### config.mk
export PLATFORM = sky130hd
export DESIGN_NAME = alu_add_sequencer
export DESIGN_NICKNAME = d
export VERILOG_FILES = /design/src/rtl/alu_add_sequencer.sv
export SDC_FILE = /design/constraint.sdc
export NUM_CORES = 1
export LEC_CHECK = 0
export CORE_ASPECT_RATIO = 2
export CORE_MARGIN = 2
export CORE_UTILIZATION = 49
export CTS_CLUSTER_DIAMETER = 50
export DETAILED_ROUTE_END_ITERATION = 6
export PLACE_DENSITY_LB_ADDON = 0.15
export SLEW_MARGIN = 20
export SYNTH_ARGS = -nofsm -noshare
export SYNTH_HDL_FRONTEND = slang
export SYNTH_SLANG_ARGS = --single-unit
### constraint.sdc
create_clock -name clk -period 6.4 [get_ports clk]
set_clock_uncertainty 0.15 [all_clocks]
set_input_delay 1.6 -clock clk [delete_from_list [all_inputs] [get_ports clk]]
set_output_delay 1.6 -clock clk [all_outputs]
set_load 0.05 [all_outputs]
### src/rtl/alu_add_sequencer.sv
// alu_add_sequencer: multi-cycle add/subtract controller around a single
// 64-bit carry-lookahead adder. 128-bit ops chain two adder passes. The block
// owns the architectural flags register {SF,CF,OF,PF,ZF}.
//
// Handshakes: a transfer happens on any rising edge where valid && ready are
// both high. The request side is ready only in IDLE. The response side holds
// rsp_valid and its payload stable until it is accepted.

// 64-bit carry-lookahead adder: 4-bit lookahead groups with a group carry chain.
module alu_add_cla64 (
    input  logic [63:0] a_i,
    input  logic [63:0] b_i,
    input  logic        c_i,
    output logic [63:0] sum_o,
    output logic        cout_o,
    output logic        ovf_o
);
    logic [63:0] g;
    logic [63:0] p;
    logic [15:0] gg;
    logic [15:0] pg;
    logic [64:0] c;

    // Generate/propagate, group lookahead terms and carries, then sum bits.
    always_comb begin
        g  = a_i & b_i;
        p  = a_i ^ b_i;
        gg = '0;
        pg = '0;
        c  = '0;
        c[0] = c_i;
        for (int k = 0; k < 16; k++) begin
            gg[k] = g[4*k+3]
                  | (p[4*k+3] & g[4*k+2])
                  | (p[4*k+3] & p[4*k+2] & g[4*k+1])
                  | (p[4*k+3] & p[4*k+2] & p[4*k+1] & g[4*k]);
            pg[k] = p[4*k+3] & p[4*k+2] & p[4*k+1] & p[4*k];
            c[4*k+1] = g[4*k] | (p[4*k] & c[4*k]);
            c[4*k+2] = g[4*k+1] | (p[4*k+1] & g[4*k])
                     | (p[4*k+1] & p[4*k] & c[4*k]);
            c[4*k+3] = g[4*k+2] | (p[4*k+2] & g[4*k+1])
                     | (p[4*k+2] & p[4*k+1] & g[4*k])
                     | (p[4*k+2] & p[4*k+1] & p[4*k] & c[4*k]);
            c[4*k+4] = gg[k] | (pg[k] & c[4*k]);
        end
        sum_o  = p ^ c[63:0];
        cout_o = c[64];
        ovf_o  = c[64] ^ c[63];
    end
endmodule

module alu_add_sequencer (
    input  logic         clk,
    input  logic         rst_n,
    input  logic         req_valid,
    output logic         req_ready,
    input  logic [2:0]   req_op,
    input  logic [127:0] req_a,
    input  logic [127:0] req_b,
    output logic         rsp_valid,
    input  logic         rsp_ready,
    output logic [127:0] rsp_sum,
    output logic [4:0]   rsp_flags,
    output logic         rsp_err,
    output logic [4:0]   flags_q,
    input  logic         flags_we,
    input  logic [4:0]   flags_wdata,
    output logic [1:0]   dbg_state_o
);
    localparam logic [2:0] OP_ADD    = 3'b000;
    localparam logic [2:0] OP_ADC    = 3'b001;
    localparam logic [2:0] OP_SUB    = 3'b010;
    localparam logic [2:0] OP_SBB    = 3'b011;
    localparam logic [2:0] OP_CMP    = 3'b100;
    localparam logic [2:0] OP_ADD128 = 3'b101;
    localparam logic [2:0] OP_SUB128 = 3'b110;
    localparam logic [2:0] OP_RSVD   = 3'b111;

    typedef enum logic [1:0] {
        S_IDLE    = 2'd0,
        S_EXEC_LO = 2'd1,
        S_EXEC_HI = 2'd2,
        S_RESP    = 2'd3
    } state_t;

    state_t       state_q, state_d;
    logic [2:0]   op_q, op_d;
    logic [127:0] a_q, a_d;
    logic [127:0] b_q, b_d;
    logic         carry_q, carry_d;
    logic [63:0]  sum_lo_q, sum_lo_d;
    logic [127:0] rsp_sum_q, rsp_sum_d;
    logic [4:0]   rsp_flags_q, rsp_flags_d;
    logic         rsp_err_q, rsp_err_d;
    logic [4:0]   flags_d;

    logic         is_sub;
    logic         is_128;
    logic [63:0]  add_a;
    logic [63:0]  add_b_raw;
    logic [63:0]  add_b;
    logic         add_cin;
    logic [63:0]  add_sum;
    logic         add_cout;
    logic         add_ovf;
    logic [127:0] res_full;
    logic [4:0]   calc_flags;

    assign req_ready   = (state_q == S_IDLE);
    assign rsp_valid   = (state_q == S_RESP);
    assign rsp_sum     = rsp_sum_q;
    assign rsp_flags   = rsp_flags_q;
    assign rsp_err     = rsp_err_q;
    assign dbg_state_o = state_q;

    // Adder operand/carry-in selection for the current pass, plus final-pass flags.
    always_comb begin
        is_sub    = (op_q == OP_SUB) || (op_q == OP_SBB) ||
                    (op_q == OP_CMP) || (op_q == OP_SUB128);
        is_128    = (op_q == OP_ADD128) || (op_q == OP_SUB128);
        add_a     = (state_q == S_EXEC_HI) ? a_q[127:64] : a_q[63:0];
        add_b_raw = (state_q == S_EXEC_HI) ? b_q[127:64] : b_q[63:0];
        add_b     = is_sub ? ~add_b_raw : add_b_raw;
        add_cin   = 1'b0;
        if (state_q == S_EXEC_HI) begin
            add_cin = carry_q;
        end else begin
            case (op_q)
                OP_ADC:                   add_cin = flags_q[3];
                OP_SBB:                   add_cin = ~flags_q[3];
                OP_SUB, OP_CMP, OP_SUB128: add_cin = 1'b1;
                default:                  add_cin = 1'b0;
            endcase
        end
        // The low half is already registered when the high pass runs.
        res_full   = is_128 ? {add_sum, sum_lo_q} : {64'd0, add_sum};
        calc_flags = {add_sum[63],
                      is_sub ? ~add_cout : add_cout,
                      add_ovf,
                      ^res_full,
                      (res_full == 128'd0)};
    end

    alu_add_cla64 u_cla (
        .a_i    (add_a),
        .b_i    (add_b),
        .c_i    (add_cin),
        .sum_o  (add_sum),
        .cout_o (add_cout),
        .ovf_o  (add_ovf)
    );

    // Next-state and datapath register updates.
    always_comb begin
        state_d     = state_q;
        op_d        = op_q;
        a_d         = a_q;
        b_d         = b_q;
        carry_d     = carry_q;
        sum_lo_d    = sum_lo_q;
        rsp_sum_d   = rsp_sum_q;
        rsp_flags_d = rsp_flags_q;
        rsp_err_d   = rsp_err_q;
        flags_d     = flags_q;
        case (state_q)
            S_IDLE: begin
                if (flags_we) begin
                    flags_d = flags_wdata;
                end
                if (req_valid) begin
                    op_d = req_op;
                    a_d  = req_a;
                    b_d  = req_b;
                    if (req_op == OP_RSVD) begin
                        state_d     = S_RESP;
                        rsp_sum_d   = 128'd0;
                        rsp_flags_d = flags_we ? flags_wdata : flags_q;
                        rsp_err_d   = 1'b1;
                    end else begin
                        state_d = S_EXEC_LO;
                    end
                end
            end
            S_EXEC_LO: begin
                sum_lo_d = add_sum;
                carry_d  = add_cout;
                if (is_128) begin
                    state_d = S_EXEC_HI;
                end else begin
                    state_d     = S_RESP;
                    rsp_sum_d   = (op_q == OP_CMP) ? 128'd0 : {64'd0, add_sum};
                    rsp_flags_d = calc_flags;
                    rsp_err_d   = 1'b0;
                    flags_d     = calc_flags;
                end
            end
            S_EXEC_HI: begin
                state_d     = S_RESP;
                rsp_sum_d   = {add_sum, sum_lo_q};
                rsp_flags_d = calc_flags;
                rsp_err_d   = 1'b0;
                flags_d     = calc_flags;
            end
            S_RESP: begin
                if (rsp_ready) begin
                    state_d = S_IDLE;
                end
            end
            default: state_d = S_IDLE;
        endcase
    end

    // State and datapath registers; reset aborts any operation in flight.
    always_ff @(posedge clk or negedge rst_n) begin
        if (!rst_n) begin
            state_q     <= S_IDLE;
            op_q        <= 3'd0;
            a_q         <= 128'd0;
            b_q         <= 128'd0;
            carry_q     <= 1'b0;
            sum_lo_q    <= 64'd0;
            rsp_sum_q   <= 128'd0;
            rsp_flags_q <= 5'd0;
            rsp_err_q   <= 1'b0;
            flags_q     <= 5'd0;
        end else begin
            state_q     <= state_d;
            op_q        <= op_d;
            a_q         <= a_d;
            b_q         <= b_d;
            carry_q     <= carry_d;
            sum_lo_q    <= sum_lo_d;
            rsp_sum_q   <= rsp_sum_d;
            rsp_flags_q <= rsp_flags_d;
            rsp_err_q   <= rsp_err_d;
            flags_q     <= flags_d;
        end
    end
endmodule

-- Word-level counts from Yosys, hierarchy flattened
Cells that the tools add are included.
- flip-flop bits (word level): 465
- input port bits: 269
- output and inout port bits: 143
- logic and storage cells: 487
- equality and inequality tests: 14
- mux-type cells: 27
- bitwise gates (word level): 423
- reduce and logical (&&, ||, !) cells: 13
- operator list (kind ; count):
    $mux W128 ; 4
    $pmux W128 S3 ; 1
    $and A1 B1 Y1 ; 256
    $mux W64 ; 4
    $or A1 B1 Y1 ; 160
    $logic_not A128 Y1 ; 1
    $reduce_xor A128 Y1 ; 1
    $xor A64 B64 Y64 ; 2
    $and A64 B64 Y64 ; 1
    $not A64 Y64 ; 1
    $pmux W5 S3 ; 2
    $mux W5 ; 4
    $eq A3 B3 Y1 const B ; 4
    $pmux W2 S4 ; 1
    $eq A3 B2 Y1 const B ; 2
    $mux W1 ; 6
    $mux W2 ; 3
    $pmux W1 S3 ; 2
    $reduce_and A2 Y1 ; 3
    $eq A2 B2 Y1 const B ; 2
    $logic_or A1 B1 Y1 ; 4
    $ne A2 B1 Y1 const B ; 2
    $ne A2 B2 Y1 const B ; 2
    $reduce_and A4 Y1 ; 1
    other kinds (7) ; 8

-- Depth between registers and ports, before layout
- depth after elaboration: 46
- mapped depth: 30
- gate-level depth less buffers: 27

-- Modules after synthesis
From an unflattened synthesis, not the netlist that was laid out.
- cell total of the unflattened synthesis: 2246
- area total of the unflattened synthesis: 25553.3 sq um
- modules (own cells, without submodules) (module ; times used ; cells each ; area each (sq um) ; sequential area each (sq um)):
    alu_add_sequencer ; 1 ; 1908 ; 22785.6 ; 11636.2
    alu_add_cla64 ; 1 ; 338 ; 2767.7 ; 0.0

-- Least setup slack after synthesis
Ideal clock, no wire load.
- kind: register -> register
- from: reg state_q[1] (netlist: dbg_state_o[1])
- to: reg rsp_flags_q[1] (netlist: rsp_flags[1])
- setup time: 0.125 ns
- arrival time: 6.660 ns
- required time: 6.125 ns
- slack: -0.535 ns
- stages on the path, launching flop included: 29
- path buffers: 3
- period minus slack after synthesis: 6.935 ns
- cell sequence: dfrtp_1 > ha_1 > clkbuf_1 > buf_1 > clkbuf_1 > mux2_2 > ha_1 > nand4_1 > nor2_1 > a211o_1 > a211o_2 > a2111oi_4 > o21ai_1 > a21oi_1 > o21bai_1 > fa_1 > xnor2_1 > nand2_1 > o21ai_0 > ha_1 > xnor2_1 > xnor2_1 > xnor2_1 > xnor2_1 > xnor2_1 > xnor2_1 > nand2_1 > o21ai_0 > mux2_2
- longest elaborated chain between the ends: 45
- elaborated cells between the ends (all ways): 425
- those cells by class: eq/ne (5); mux (7); bitwise (409); reduce/logical (4)
- ends and longest elaborated chain (item ; RTL line ; text):
    start: declaration ; 86 ; state_t state_q, state_d;
    start signal: assignment ; 227 ; state_q <= state_d;
    $eq A2 B2 Y1 ; n/a ;
    $mux W64 ; 122 ; add_b_raw = (state_q == S_EXEC_HI) ? b_q[127:64] : b_q[63:0];
    $not A64 Y64 ; 123 ; add_b = is_sub ? ~add_b_raw : add_b_raw;
    $mux W64 ; 123 ;
    $xor A64 B64 Y64 / $and A64 B64 Y64 (equally long branches) ; 27, 26 ;
    $and A1 B1 Y1, on equally long branches ; n/a ;
    $or A1 B1 Y1, or another cell as far along ; 34 ; | (p[4*k+3] & g[4*k+2])
    $or A1 B1 Y1, or another cell as far along ; 35 ; | (p[4*k+3] & p[4*k+2] & g[4*k+1])
    [29 not listed] ; n/a ;
    $or A1 B1 Y1 ; 44 ; c[4*k+4] = gg[k] | (pg[k] & c[4*k]);
    $and A1 B1 Y1, on equally long branches ; 38, 40, 43 ;
    $or A1 B1 Y1, on equally long branches ; 38, 40, 43 ;
    $xor A64 B64 Y64 ; 46 ; sum_o = p ^ c[63:0];
    $mux W128 ; 136 ; res_full = is_128 ? {add_sum, sum_lo_q} : {64'd0, add_sum};
    $reduce_xor A128 Y1 ; 140 ; ^res_full,
    $mux W5 ; 187 ; if (is_128) begin
    $pmux W5 S3 ; 165 ; case (state_q)
    end signal: assignment ; 234 ; rsp_flags_q <= rsp_flags_d;
    end: declaration ; 93 ; logic [4:0] rsp_flags_q, rsp_flags_d;
Several ways; a longest one is shown, not always the timed one. The select of a mux whose other input is x is not followed.
A chain may end at the register's enable or synchronous reset.

-- Worst setup path after layout
- from: reg state_q[0] (netlist: dbg_state_o[0])
- to: reg rsp_flags_q[1] (netlist: rsp_flags[1])
The elaborated chain is that of the path after synthesis.

==> summary.txt <==
HPWL Detailed = 61.9 mm
Worst reg-to-reg setup slack = 0.14 ns
CTS tree = yes
Fmax = 160 MHz
Layout cells sized above 1 = 0.318
Clk Latency, worst-skew pair = 0.58 ns
Predominant post-synthesis flop cell = dfrtp_1
Max-slew violations = 0
Tmin final = 6.26 ns
Max-Cap Viols = 0
Detail Route Antenna Nets = 0
Post-synth EDFFs = 0
Crit path max-delay family = compound AO/OA/AOI/OAI gates
Req. time, crit path = 6.71 ns
Critical Path Max Stage Delay = 0.42 ns
Bufs and invs on worst path = 4
Max-slew headroom = 0.248
# DRC = 0
CTS Hold Bufs = 0
# rows = 117
YS warnings = 0
CP Launch Point = dbg_state_o[0]$_DFFE_PN0P_
Final WL = 81.1 mm
Fillers = 3985
CTS H-tree lvls = 2
Worst slew pin tran = 1.13 ns
Commonest non-fill, non-tap cell in the layout = dfrtp_1
Clock buffer depth = 3
Core area = 50700 um^2
Worst Hold Launch = rsp_sum[68]$_DFFE_PN0P_
DIE WIDTH = 164 um
Initial Utilization = 0.494
Crit path capture type = flop
Die Ht = 324 um
Area grow syn2layout = 37.9%
Ports = 412
Final setup violation count = 0
Final period utilization = 0.978
Largest net degree at the start of global routing = 137
Syn_area_per_cell = 11.9 um^2
TritonCTS Buffers = 43
FF+latch count, synth = 465
Initial antenna violation count = 9
Synth cell types = 67
Post-Synthesis Cells = 2109
Register Area = 11600 um^2
Status = finished, final reports clean
Nets = 3186
Port Buffers = 411
Clock slew at reported path FFs = 0.07 ns
Clock sinks = 465
Vias per inst = 5.63
Number of global-route vias before repair = 20600
Die Area = 53000 um^2
Most used cell, CP = xnor2_1
Worst reg2reg path startpoint = dbg_state_o[0]$_DFFE_PN0P_
Leading cell types in the layout, fill and taps excluded = 463 x dfrtp_1, 410 x clkdlybuf4s50_1, 373 x mux2_2
RSZ-0062 raised after global routing = true
Crit Path Category = reg2reg
Final GP Congestion = 0.987
HP Class = reg2reg
DR iter-0 viols = 1164
First-pass GRT wire length = 120 mm
Post-synthesis sequential area ratio = 0.465
Hold WS = 0.331 ns
Netlist Area Pre-Place = 25000 um^2
Asr flop ratio synth = 1.00
Final number of hold-violating endpoints = 0
Avg WL per Cell = 23.4 um
Worst Path Arrival = 6.57 ns
Worst Setup Start Kind = flop
CP max stage cell = fa_2
Synth Net Count = 2526
Total congestion overflow = 0
Total GRT Usage = 0.301
Crit Path Max Fanout = 6
Drt pass-1 iters = 6
Multi-input logic area = 13600 um^2
Clk root buf = clkbuf_16
Via count = 19500
-- flip-flops by register name (all words and copies together), names as in the netlist --
register,cells
rsp_sum,128
rsp_err,1
sum_lo_q,64
flags_q,5
op_q,3
b_q,128
rsp_flags,5
carry_q,1
a_q,128
dbg_state_o,2
-- per-layer routing --
layer | vias up | global-route usage | wire length (um) | share of wire
li1 | 8954 | - | - | -
met1 | 9702 | 0.337 | 29700 | 0.37
met2 | 631 | 0.525 | 41300 | 0.51
met3 | 216 | 0.0410 | 3750 | 0.046
met4 | 0 | 0.207 | 6400 | 0.079
met5 | - | 0 | 0 | 0
-- path summary, 6_finish.rpt --
path                                             to  cells after the start
max in group asynchronous       a_q[64]$_DFFE_PN0P_                      2
hold reg to reg             rsp_sum[68]$_DFFE_PN0P_                      2
setup reg to reg           rsp_flags[1]$_DFFE_PN0P_                     29
min in group asynchronous   rsp_sum[78]$_DFFE_PN0P_                      1
hold / removal              rsp_sum[68]$_DFFE_PN0P_                      2
setup / recovery           rsp_flags[1]$_DFFE_PN0P_                     29
-- per-stage QoR --
stage	cell area, um^2	setup TNS [ns]	setup slack (ns)	cells	util
floorplan	25100	0	0.0135	2109	-
global placement	31900	-1.09	-0.545	3342	0.630
detailed placement	31900	-1.19	-0.597	3342	0.630
CTS	33600	0	0.0218	3432	0.664
global route	34500	-0.201	-0.102	3464	0.682
finish	34500	0	0.139	3464	0.682
-- layout make-up --
cell class / instances / share of cell area
timing repair buffer: 730 / 0.198
clock buffer: 57 / 0.0351
antenna: 9 / 0.000652
sequential: 465 / 0.337
inverter: 50 / 0.00544
clock inverter: 20 / 0.00728
tap: 654 / 0.0237
multi-input combinational: 1479 / 0.393
-- cell families (layout without fill, tap and decap cells) --
kind of cell,Yosys count,after routing,share of synthesized area
XOR/XNOR,172,172,0.0602
other,0,9,0
AO/OA/AOI/OAI,344,344,0.0961
adder cells (fa/ha/maj),148,148,0.0788
AND/OR/NAND/NOR,329,329,0.0623
flip-flops,465,465,0.465
multiplexers,486,486,0.213
buffers and inverters,165,857,0.0247
-- Yosys cell counts, types with 25 or more instances --
master / count / area share
mux2_2: 374 / 0.17
nor2_1: 47 / 0.0070
nand4_1: 28 / 0.0070
xnor2_1: 158 / 0.055
o21ai_0: 77 / 0.015
nand2b_1: 25 / 0.0062
dfrtp_1: 465 / 0.46
a21oi_1: 68 / 0.014
ha_1: 132 / 0.066
buf_1: 31 / 0.0046
inv_1: 49 / 0.0073
mux2i_1: 111 / 0.044
nand2_1: 146 / 0.022
clkbuf_1: 84 / 0.013
a22o_1: 51 / 0.018
-- worst register-to-register path: cells and delay by family, from the launching register on --
kind            cells  cell delay, ns
mux                 2            0.56
simple gates        2            0.25
fa+ha+maj           4            1.32
compound gates      9            1.69
buf+inv             4            0.53
xor+xnor            8            1.25
flops               1            0.41
-- repair_timing --
item | 4_1_cts | 5_1_grt
resized for setup | 25 | 118
hold endpoints to repair | 0 | 0
buffers inserted | 12 | 20
setup endpoints to repair | 2 | 4
pin swaps | 20 | 50
gates cloned | 1 | 4
Power is not shown: default switching activity piles up to over one toggle a cycle in this logic, so the estimate is an artifact.
